<file path="src/rtl/bridge_bus_arbiter_if.sv">
// ---------------------------------------------------------------------------
// bridge_bus_arbiter_if
//
// Bundles everything that passes between the two bus masters, the arbiter and
// the Bridge data port.
//
//   Master M0 / M1 (x = 0, 1):
//     mx_req    request, held high until mx_ack
//     mx_wr     1 = write, 0 = read
//     mx_addr   byte address
//     mx_wdata  write data
//     mx_ack    one-cycle completion pulse
//     mx_err    error flag, valid with mx_ack
//     mx_rdata  read data, valid with mx_ack
//   Bridge side:
//     bus_addr  to Bridge Addr
//     bus_wdata to Bridge DMWD
//     bus_wr    to Bridge DMWr
//     bus_rdata from Bridge DMRD
//   Status:
//     grant     one-hot bus owner, bit0 = M0
//     busy      high while a transaction is in progress
//
// Modports:
//   slave  - the arbiter, which serves the masters and drives the Bridge
//   master - the masters together with the Bridge read-data source
// ---------------------------------------------------------------------------
interface bridge_bus_arbiter_if;

  logic        m0_req;
  logic        m0_wr;
  logic [31:0] m0_addr;
  logic [31:0] m0_wdata;
  logic        m0_ack;
  logic        m0_err;
  logic [31:0] m0_rdata;

  logic        m1_req;
  logic        m1_wr;
  logic [31:0] m1_addr;
  logic [31:0] m1_wdata;
  logic        m1_ack;
  logic        m1_err;
  logic [31:0] m1_rdata;

  logic [31:0] bus_addr;
  logic [31:0] bus_wdata;
  logic        bus_wr;
  logic [31:0] bus_rdata;

  logic [1:0]  grant;
  logic        busy;

  modport slave (
    input  m0_req, m0_wr, m0_addr, m0_wdata,
    input  m1_req, m1_wr, m1_addr, m1_wdata,
    input  bus_rdata,
    output m0_ack, m0_err, m0_rdata,
    output m1_ack, m1_err, m1_rdata,
    output bus_addr, bus_wdata, bus_wr,
    output grant, busy
  );

  modport master (
    output m0_req, m0_wr, m0_addr, m0_wdata,
    output m1_req, m1_wr, m1_addr, m1_wdata,
    output bus_rdata,
    input  m0_ack, m0_err, m0_rdata,
    input  m1_ack, m1_err, m1_rdata,
    input  bus_addr, bus_wdata, bus_wr,
    input  grant, busy
  );

endinterface

</file>
<file path="src/rtl/bridge_bus_arbiter.sv">
// ---------------------------------------------------------------------------
// bridge_bus_arbiter
//
// Shares the single Bridge data port between M0 (CPU MEM stage) and M1
// (DMA / debug loader). One request is latched at a time, driven onto the
// Bridge for a region-dependent number of cycles, completed with a single
// write strobe (writes only) and acknowledged for one cycle. Ownership
// alternates round-robin under contention. Writes into the IM window never
// reach the Bridge and come back with err set.
//
// Ports:
//   clk      system clock, rising edge
//   reset_n  asynchronous reset, active-low
//   bus      bridge_bus_arbiter_if.slave (master handshakes, Bridge port,
//            grant and busy)
//
// Parameters:
//   DM_WAIT   extra access cycles, DM window  (addr[15:12] = 0..2)
//   IM_WAIT   extra access cycles, IM window  (addr[15:12] = 3..4)
//   DEV_WAIT  extra access cycles, everything else (timers included)
//   WAIT_W    wait counter width; every *_WAIT must fit in it
// ---------------------------------------------------------------------------
module bridge_bus_arbiter #(
  parameter int DM_WAIT  = 0,
  parameter int DEV_WAIT = 2,
  parameter int IM_WAIT  = 1,
  parameter int WAIT_W   = 4
) (
  input  logic                 clk,
  input  logic                 reset_n,
  bridge_bus_arbiter_if.slave  bus
);

  typedef enum logic [1:0] {
    IDLE,
    ACCESS,
    RESP
  } state_t;

  typedef enum logic [1:0] {
    REGION_DM,
    REGION_IM,
    REGION_DEV
  } region_t;

  localparam logic [WAIT_W-1:0] DM_CYCLES  = WAIT_W'(DM_WAIT);
  localparam logic [WAIT_W-1:0] IM_CYCLES  = WAIT_W'(IM_WAIT);
  localparam logic [WAIT_W-1:0] DEV_CYCLES = WAIT_W'(DEV_WAIT);

  // Owner / last_served encoding: 0 = M0, 1 = M1.
  localparam logic OWNER_M0 = 1'b0;
  localparam logic OWNER_M1 = 1'b1;

  state_t            state;
  state_t            next_state;

  logic              owner;
  logic              last_served;

  logic              lat_wr;
  logic [31:0]       lat_addr;
  logic [31:0]       lat_wdata;
  region_t           lat_region;
  logic [WAIT_W-1:0] wait_cnt;

  logic [31:0]       m0_rdata_q;
  logic              m0_err_q;
  logic [31:0]       m1_rdata_q;
  logic              m1_err_q;

  logic              pick_valid;
  logic              pick_m1;
  logic              sel_wr;
  logic [31:0]       sel_addr;
  logic [31:0]       sel_wdata;
  region_t           sel_region;
  logic [WAIT_W-1:0] sel_wait;

  logic              final_cycle;
  logic              im_write;

  // Only the 4 KiB page number matters for decoding; the upper half-word is
  // deliberately ignored so aliases of the windows decode identically.
  function automatic region_t decode_region(input logic [3:0] page);
    region_t r;
    if (page <= 4'd2) begin
      r = REGION_DM;
    end else if (page <= 4'd4) begin
      r = REGION_IM;
    end else begin
      r = REGION_DEV;
    end
    return r;
  endfunction

  function automatic logic [WAIT_W-1:0] region_wait(input region_t r);
    logic [WAIT_W-1:0] w;
    case (r)
      REGION_DM: w = DM_CYCLES;
      REGION_IM: w = IM_CYCLES;
      default:   w = DEV_CYCLES;
    endcase
    return w;
  endfunction

  // Round-robin pick among the sampled requests. With both masters asking,
  // the one that was not served last wins; a lone requester always wins.
  // The winner's fields are muxed here so IDLE can latch them in one step.
  always_comb begin
    pick_valid = bus.m0_req | bus.m1_req;
    if (bus.m0_req && bus.m1_req) begin
      pick_m1 = (last_served == OWNER_M0);
    end else begin
      pick_m1 = bus.m1_req;
    end
    sel_wr     = pick_m1 ? bus.m1_wr    : bus.m0_wr;
    sel_addr   = pick_m1 ? bus.m1_addr  : bus.m0_addr;
    sel_wdata  = pick_m1 ? bus.m1_wdata : bus.m0_wdata;
    sel_region = decode_region(sel_addr[15:12]);
    sel_wait   = region_wait(sel_region);
  end

  assign final_cycle = (state == ACCESS) && (wait_cnt == '0);
  assign im_write    = lat_wr && (lat_region == REGION_IM);

  // State register.
  always_ff @(posedge clk or negedge reset_n) begin
    if (!reset_n) begin
      state <= IDLE;
    end else begin
      state <= next_state;
    end
  end

  // Next-state and handshake outputs. The write strobe is only possible on
  // the last ACCESS cycle, which the counter guarantees happens exactly once
  // per transaction.
  always_comb begin
    next_state  = state;
    bus.bus_wr  = 1'b0;
    bus.grant   = 2'b00;
    bus.busy    = 1'b0;
    bus.m0_ack  = 1'b0;
    bus.m1_ack  = 1'b0;
    unique case (state)
      IDLE: begin
        if (pick_valid) begin
          next_state = ACCESS;
        end
      end
      ACCESS: begin
        bus.grant = (owner == OWNER_M1) ? 2'b10 : 2'b01;
        bus.busy  = 1'b1;
        if (wait_cnt == '0) begin
          bus.bus_wr = lat_wr && (lat_region != REGION_IM);
          next_state = RESP;
        end
      end
      RESP: begin
        bus.grant  = (owner == OWNER_M1) ? 2'b10 : 2'b01;
        bus.busy   = 1'b1;
        bus.m0_ack = (owner == OWNER_M0);
        bus.m1_ack = (owner == OWNER_M1);
        next_state = IDLE;
      end
      default: begin
        next_state = IDLE;
      end
    endcase
  end

  // Request latch. Captured only on the IDLE->ACCESS transition, so a master
  // that drops req or changes its fields mid-transaction has no effect on
  // what the Bridge sees.
  always_ff @(posedge clk or negedge reset_n) begin
    if (!reset_n) begin
      owner      <= OWNER_M0;
      lat_wr     <= 1'b0;
      lat_addr   <= '0;
      lat_wdata  <= '0;
      lat_region <= REGION_DM;
    end else if (state == IDLE && pick_valid) begin
      owner      <= pick_m1;
      lat_wr     <= sel_wr;
      lat_addr   <= sel_addr;
      lat_wdata  <= sel_wdata;
      lat_region <= sel_region;
    end
  end

  // Wait counter: loaded in IDLE, counts down in ACCESS and parks at zero.
  always_ff @(posedge clk or negedge reset_n) begin
    if (!reset_n) begin
      wait_cnt <= '0;
    end else if (state == IDLE && pick_valid) begin
      wait_cnt <= sel_wait;
    end else if (state == ACCESS && wait_cnt != '0) begin
      wait_cnt <= wait_cnt - WAIT_W'(1);
    end
  end

  // Fairness memory. Reset to M1 so M0 wins the first contention.
  always_ff @(posedge clk or negedge reset_n) begin
    if (!reset_n) begin
      last_served <= OWNER_M1;
    end else if (state == RESP) begin
      last_served <= owner;
    end
  end

  // Per-master response registers. Loaded on the final ACCESS cycle so they
  // are valid during the ack cycle, then held until that master's next ack.
  always_ff @(posedge clk or negedge reset_n) begin
    if (!reset_n) begin
      m0_rdata_q <= '0;
      m0_err_q   <= 1'b0;
      m1_rdata_q <= '0;
      m1_err_q   <= 1'b0;
    end else if (final_cycle) begin
      if (owner == OWNER_M0) begin
        m0_rdata_q <= lat_wr ? 32'h0 : bus.bus_rdata;
        m0_err_q   <= im_write;
      end else begin
        m1_rdata_q <= lat_wr ? 32'h0 : bus.bus_rdata;
        m1_err_q   <= im_write;
      end
    end
  end

  // The latched request drives the Bridge directly, which keeps address and
  // data stable through ACCESS and RESP and zero after reset.
  assign bus.bus_addr  = lat_addr;
  assign bus.bus_wdata = lat_wdata;
  assign bus.m0_rdata  = m0_rdata_q;
  assign bus.m0_err    = m0_err_q;
  assign bus.m1_rdata  = m1_rdata_q;
  assign bus.m1_err    = m1_err_q;

endmodule

</file>
<file path="src/flat_wrapper.sv">
// flat-port wrapper written by rule: the top's interface ports become plain ports
module bridge_bus_arbiter_flat 
#(
  parameter int DM_WAIT  = 0,
  parameter int DEV_WAIT = 2,
  parameter int IM_WAIT  = 1,
  parameter int WAIT_W   = 4
)
  (clk, reset_n, bus_m0_req, bus_m0_wr, bus_m0_addr, bus_m0_wdata, bus_m1_req, bus_m1_wr, bus_m1_addr, bus_m1_wdata, bus_bus_rdata, bus_m0_ack, bus_m0_err, bus_m0_rdata, bus_m1_ack, bus_m1_err, bus_m1_rdata, bus_bus_addr, bus_bus_wdata, bus_bus_wr, bus_grant, bus_busy);
  bridge_bus_arbiter_if bus_i ();
  input  logic clk;
  input  logic reset_n;
  input wire logic [$bits(bus_i.m0_req)-1:0] bus_m0_req;
  input wire logic [$bits(bus_i.m0_wr)-1:0] bus_m0_wr;
  input wire logic [$bits(bus_i.m0_addr)-1:0] bus_m0_addr;
  input wire logic [$bits(bus_i.m0_wdata)-1:0] bus_m0_wdata;
  input wire logic [$bits(bus_i.m1_req)-1:0] bus_m1_req;
  input wire logic [$bits(bus_i.m1_wr)-1:0] bus_m1_wr;
  input wire logic [$bits(bus_i.m1_addr)-1:0] bus_m1_addr;
  input wire logic [$bits(bus_i.m1_wdata)-1:0] bus_m1_wdata;
  input wire logic [$bits(bus_i.bus_rdata)-1:0] bus_bus_rdata;
  output wire logic [$bits(bus_i.m0_ack)-1:0] bus_m0_ack;
  output wire logic [$bits(bus_i.m0_err)-1:0] bus_m0_err;
  output wire logic [$bits(bus_i.m0_rdata)-1:0] bus_m0_rdata;
  output wire logic [$bits(bus_i.m1_ack)-1:0] bus_m1_ack;
  output wire logic [$bits(bus_i.m1_err)-1:0] bus_m1_err;
  output wire logic [$bits(bus_i.m1_rdata)-1:0] bus_m1_rdata;
  output wire logic [$bits(bus_i.bus_addr)-1:0] bus_bus_addr;
  output wire logic [$bits(bus_i.bus_wdata)-1:0] bus_bus_wdata;
  output wire logic [$bits(bus_i.bus_wr)-1:0] bus_bus_wr;
  output wire logic [$bits(bus_i.grant)-1:0] bus_grant;
  output wire logic [$bits(bus_i.busy)-1:0] bus_busy;
  assign bus_i.m0_req = bus_m0_req;
  assign bus_i.m0_wr = bus_m0_wr;
  assign bus_i.m0_addr = bus_m0_addr;
  assign bus_i.m0_wdata = bus_m0_wdata;
  assign bus_i.m1_req = bus_m1_req;
  assign bus_i.m1_wr = bus_m1_wr;
  assign bus_i.m1_addr = bus_m1_addr;
  assign bus_i.m1_wdata = bus_m1_wdata;
  assign bus_i.bus_rdata = bus_bus_rdata;
  assign bus_m0_ack = bus_i.m0_ack;
  assign bus_m0_err = bus_i.m0_err;
  assign bus_m0_rdata = bus_i.m0_rdata;
  assign bus_m1_ack = bus_i.m1_ack;
  assign bus_m1_err = bus_i.m1_err;
  assign bus_m1_rdata = bus_i.m1_rdata;
  assign bus_bus_addr = bus_i.bus_addr;
  assign bus_bus_wdata = bus_i.bus_wdata;
  assign bus_bus_wr = bus_i.bus_wr;
  assign bus_grant = bus_i.grant;
  assign bus_busy = bus_i.busy;
  bridge_bus_arbiter #(.DM_WAIT(DM_WAIT), .DEV_WAIT(DEV_WAIT), .IM_WAIT(IM_WAIT), .WAIT_W(WAIT_W)) u_core (.clk(clk), .reset_n(reset_n), .bus(bus_i));
endmodule
</file>
<file path="config.mk">
export PLATFORM = sky130hd
export DESIGN_NAME = bridge_bus_arbiter_flat
export DESIGN_NICKNAME = d
export VERILOG_FILES = /design/src/rtl/bridge_bus_arbiter_if.sv /design/src/rtl/bridge_bus_arbiter.sv /design/src/flat_wrapper.sv
export SDC_FILE = /design/constraint.sdc
export NUM_CORES = 1
export LEC_CHECK = 0
export ABC_CLOCK_PERIOD_IN_PS = 2340
export CORE_UTILIZATION = 40
export CTS_BUF_LIST = sky130_fd_sc_hd__clkbuf_16
export DETAILED_ROUTE_END_ITERATION = 10
export PLACE_DENSITY = 0.78
export SLEW_MARGIN = 20
export SYNTH_ARGS = -nofsm -noshare
export SYNTH_HDL_FRONTEND = slang
export SYNTH_SLANG_ARGS = --single-unit
</file>
<file path="constraint.sdc">
create_clock -name clk -period 2.34 [get_ports clk]
set_clock_uncertainty 0.15 [all_clocks]
set_input_delay 0.468 -clock clk [delete_from_list [all_inputs] [get_ports clk]]
set_output_delay 0.468 -clock clk [all_outputs]
set_load 0.01 [all_outputs]
</file>
# --- Yosys cells after proc, flatten, opt, wreduce, memory -nomap -nowiden ---
# Cells that the tools add are included.
totals:
  reg_bits: 141
  latch_bits: 0
  ram_bits: 0
  romBits: 0
  inputBits: 166
  output_inout_bits: 136
  wordCells: 60
  memories: 0
op_classes:
  add_sub_neg: 1
  n_mul: 0
  div: 0
  n_lt_le_gt_ge: 2
  n_eq_ne: 7
  shift: 0
  n_mux: 20
  n_bitwise: 3
  n_reduce_logical: 15
ops:
  columns: ["op", "count"]
  rows:
  - ["two-way mux 32 bit", 3]
  - ["two-way mux 2 bit", 6]
  - ["two-way mux 4 bit", 2]
  - ["case mux 2 bit (2 select lines)", 2]
  - ["two-way mux 1 bit", 7]
  - ["== test 2 x 1 -> 1 bit (second input constant)", 3]
  - ["logical AND 1 bit", 6]
  - ["AND reduction 2 bit", 3]
  - ["less-or-equal comparator 4 x 2 -> 1 bit (second input constant)", 1]
  - ["less-or-equal comparator 4 x 3 -> 1 bit (second input constant)", 1]
  - ["zero test 2 bit", 2]
  - ["zero test 4 bit", 1]
  - ["!= test 2 x 1 -> 1 bit (second input constant)", 2]
  - ["nonzero test 4 bit", 1]
  - ["subtractor 4 x 1 -> 4 bit (second input constant)", 1]
  - ["== test 2 bit (second input constant)", 1]
  - ["!= test 2 bit (second input constant)", 1]
  - ["NOT 1 bit", 2]
  - ["nonzero test 2 bit", 1]
  - ["OR reduction 2 bit", 1]
  - ["OR 1 bit", 1]

# --- Logic depth before layout (Yosys ltp) ---
depth:
  depth_word: 9
  depth_mapped: 8
  depth_no_buf: 6

# --- Least setup slack after synthesis ---
# OpenSTA, ideal clock, no wires.
synth_path:
  kind: "reg2reg"
  from: "register u_core.wait_cnt[0]"
  to: "register u_core.wait_cnt[1]"
  setup_ns: 0.078
  arrival_ns: 1.578
  required_time_ns: 2.112
  path_slack_ns: 0.535
  stages_incl_launch_ff: 7
  n_path_buf: 0
  synth_period_minus_slack_ns: 1.805
  cell_sequence: "dfrtp_1 inv_1 ha_1 or3b_4 nand2_1 mux2_2 a21boi_1"
synth_via:
  elab_chain_cells: 3
  word_cells_on_any_way: 6
  classes_between: "add/sub (1); mux (2); reduce/logical (3)"
synth_rtl:
  columns: ["item", "line_no", "rtl"]
  rows:
  - ["from (decl)", "bridge_bus_arbiter.sv:64", "logic [WAIT_W-1:0] wait_cnt;"]
  - ["from (signal assigned)", "bridge_bus_arbiter.sv:196", "wait_cnt <= sel_wait;"]
  - ["from (signal assigned)", "bridge_bus_arbiter.sv:198", "wait_cnt <= wait_cnt - WAIT_W'(1);"]
  - ["subtractor 4 x 1 -> 4 bit or nonzero test 4 bit (tied branches)", "bridge_bus_arbiter.sv:198, bridge_bus_arbiter.sv:197", null]
  - ["two-way mux 4 bit or logical AND 1 bit (tied branches)", "bridge_bus_arbiter.sv:197", "end else if (state == ACCESS && wait_cnt != '0) begin"]
  - ["two-way mux 4 bit or nonzero test 2 bit (tied branches)", null, null]
# Parallel ways exist; a longest one is shown, timed or not. The select of a mux whose other input is x is not followed.
# A chain may end at the register's enable or synchronous reset.

# --- Worst setup path in the final report ---
layout_path:
  from: "register u_core.state[0]"
  to: "output port bus_grant[0]"
layout_via:
  elab_chain_cells: 3
  word_cells_on_any_way: 4
  classes_between: "eq/ne (2); mux (1); reduce/logical (1)"
layout_rtl:
  columns: ["item", "line_no", "rtl"]
  rows:
  - ["from (decl)", "bridge_bus_arbiter.sv:54", "state_t state;"]
  - ["from (signal assigned)", "bridge_bus_arbiter.sv:131", "state <= next_state;"]
  - ["== test 2 bit or == test 2 x 1 -> 1 bit (tied branches)", "bridge_bus_arbiter.sv:145", "unique case (state)"]
  - ["OR reduction 2 bit (no source line) (*)", null, null]
  - ["two-way mux 2 bit (*)", null, null]
  - ["to (decl)", "flat_wrapper.sv:31", "output wire logic [$bits(bus_i.grant)-1:0] bus_grant;"]
# Mark *: on every way between the ends. The rest lies on a longest branch, timed or not.

==> flow_summary.yaml <==
detailed_routing:
  vias: 5359
  drc: 0
  drt_pass1_iterations: 4
  vias_per_cell: 4.76
  drtIter0Drc: 244
  wl_per_cell_um: 16.7
  ant_nets: 0
  wirelength_um: 18800
floorplan:
  die_w_um: 129
  core_um2: 15400
  rows: 45
  ios: 302
  dieArea_um2: 16500
  start_util_pct: 41.5
  die_y_um: 129
cells_and_area:
  finalInstanceArea_um2: 10300
  layout_commonest_cell: "clkdlybuf4s50_1"
  stdcell_count: 1126
  n_fill_cell: 1236
  mostFrequentLayoutCells: "clkdlybuf4s50_1, dfrtp_1, nand2_1, mux2i_1, o21ai_0"
  syn_to_final_growth_pct: 60.5
  final_core_util_pct: 66.7
  drive_above_1_share_pct: 6.89
  diodes: 0
  multiInputGateArea_um2: 2440
  fin_nets: 1072
  register_area_um2: 3530
sta:
  fmax_mhz: 453
  rsz0062_at_grt: "no"
  tightest_slew_ns: 0.440
  hold_viol: 0
  period_share_pct: 94.4
  whs_ns: 0.327
  fin_setup_tns_ns: 0
  maxSlewHeadroom_pct: 70.7
  finalWorstSetupSlack_ns: 0.131
  setup_violations: 0
  slew_viol_final: 0
  min_period_ns: 2.21
pwr:
  clkPwrFrac_pct: 21.7
  powerDensity_nw_per_um2: 1250
  cellLeakagePower_nw: 4.56
  vdd.ir_drop.worst_v: 0.000670
  intPower_mw: 8.51
  swShare_pct: 34.0
  combinationalPowerShare_pct: 44.9
  p_switching_mw: 4.39
  p_seq_share_pct: 33.4
  total_power_mw: 12.9
critical_path:
  cp_num_buf_inv: 2
  critPathTopFamily: "flip-flops"
  crit_path_end_kind: "output port"
  worstSetupStartpointType: "register"
  worst_path_max_delay_cell: "dfrtp_1"
  required_ns: 1.72
  cp.arrival_ns: 1.59
  cp_max_fo: 3
  critPathKind: "reg -> out"
  cp_cell_sequence: "inv_1, ha_1, nor2b_1, dlygate4sd2_1"
  slowest_delay_ns: 0.37
cts:
  htreeDepth: 4
  path_clk_slew_ns: 0.06
  insertion_delay_ns: 0.41
  cts_inserted_buffers: 17
  clk_path_buf_depth: 2
  cts_tree: "done"
  clock-sinks: 141
  cts_setup_buffers: 0
  clock-root-buffer: "clkbuf_16"
yosys:
  yosys-top-cells-area: "dfrtp_1, mux2i_1, o21ai_0"
  synthFlopType: "dfrtp_1"
  async_flop_share_pct: 100
  avgSynthCellArea_um2: 10.7
  synth_edf_count: 0
  synth_nets: 767
  seq_area_frac_synth_pct: 55.1
  synth_top_cell_by_area: "dfrtp_1"
  syn_inst: 597
  ys_ff_latch: 141
  syn-cell-area_um2: 6410
  yosysWarnings: 0
  synth_top_area_share_pct: 54.7
  ys_types: 42
global_route:
  grt_pass1_wl_um: 28900
  grt_max_degree: 67
  grt_pass1_vias: 5450
  overflow: 0
  grt_antenna_before_repair: 0
  track_usage_pct: 23.2
job:
  maxCapViolations: 0
worst_hold_path:
  hold_class: "reg -> reg"
place:
  post_dp_cell_area_um2: 9670
  dpl_worst_slack_ns: 0.0887
  dp_cells: 1093
  dp_hpwl_um: 14200
  place.gp.congestion: 0.890
  port_buffers: 301
status:
  status: "completed"
-- logic make-up after synthesis --
family,share of synthesized area (%)
muxes,15.5
buffers and inverters,7.14
adders and majority gates,0.781
xor gates and xnor gates,0.410
AOI/OAI and AO/OA,9.49
DFF,55.1
and+or+nand+nor,11.6
-- synth_stat cells (all sizes together), types with 2 or more instances --
| cell type | n |
|---|---|
| mux2i | 97 |
| nand2b | 36 |
| clkbuf | 11 |
| mux2 | 2 |
| buf | 26 |
| nand2 | 105 |
| inv | 39 |
| xor2 | 2 |
| and2 | 3 |
| nor2 | 5 |
| ha | 4 |
| o21ai | 99 |
| nor2b | 3 |
| o2111ai | 2 |
| a21boi | 2 |
| dfrtp | 140 |
| nand3 | 2 |
| a21oi | 4 |
-- path summary, 6_finish.rpt --
check | slack (ns) | from | endpoint | cells past startpoint
setup reg to reg | 0.35 | u_core.wait_cnt[0] | u_core.bus.m0_rdata[25] | 7
hold / removal | 0.33 | u_core.bus.bus_addr[4] | u_core.bus.bus_addr[4] | 2
setup / recovery | 0.13 | u_core.state[0] | bus_grant[0] | 4
hold reg to reg | 0.33 | u_core.bus.bus_addr[4] | u_core.bus.bus_addr[4] | 2
max in group asynchronous | 0.99 | reset_n | u_core.last_served | 3
min in group asynchronous | 0.41 | reset_n | u_core.bus.m0_rdata[24] | 2
-- worst register-to-register path, stage by stage, from the launching register on --
cell	delay, ns
dfrtp_1	0.38
inv_1	0.09
ha_1	0.18
and4bb_1	0.22
buf_4	0.13
nor2b_4	0.28
buf_4	0.23
mux2i_1	0.24
-- sequential cells by signal (all words and copies together), names as in the netlist --
name,cells
u_core.lat_wr,1
u_core.wait_cnt,4
u_core.state,2
u_core.last_served,1
u_core.bus.m0_rdata,32
u_core.bus.m0_err,1
u_core.owner,1
u_core.lat_region,2
u_core.bus.bus_wdata,32
u_core.bus.m1_rdata,32
u_core.bus.m1_err,1
u_core.bus.bus_addr,32
-- metal layers --
metal	part of all wire (%)	GRT usage [%]	vias to the layer above
li1	-	-	2591
met5	0	0	-
met2	49	39.5	224
met1	38	25.9	2513
met3	11	9.48	31
met4	2.2	9.07	0
-- repair_timing --
action	4_1_cts	5_1_grt
gates resized for setup	7	1
hold endpoints to repair	41	0
setup endpoints to repair	6	1
hold buffers	1	0
-- area by class of cell --
type	instances	share of cell area [%]
Sequential cell	141	34.3
Inverter	39	1.42
Clock buffer	17	4.14
Timing Repair Buffer	323	32.0
Multi-Input combinational cell	380	23.7
Clock inverter	15	1.81
Tap cell	211	2.57
-- power groups by stage --
stage | clock network [mW] | registers, mW | logic (mW)
2_1_floorplan | 0 | 4.77 | 2.14
3_3_place_gp | 0 | 4.30 | 5.76
3_5_place_dp | 0 | 4.33 | 5.88
4_1_cts | 2.85 | 4.32 | 5.87
5_1_grt | 2.94 | 4.45 | 6.33
6_report | 2.80 | 4.31 | 5.79
Power figures use the tool's default switching activity.
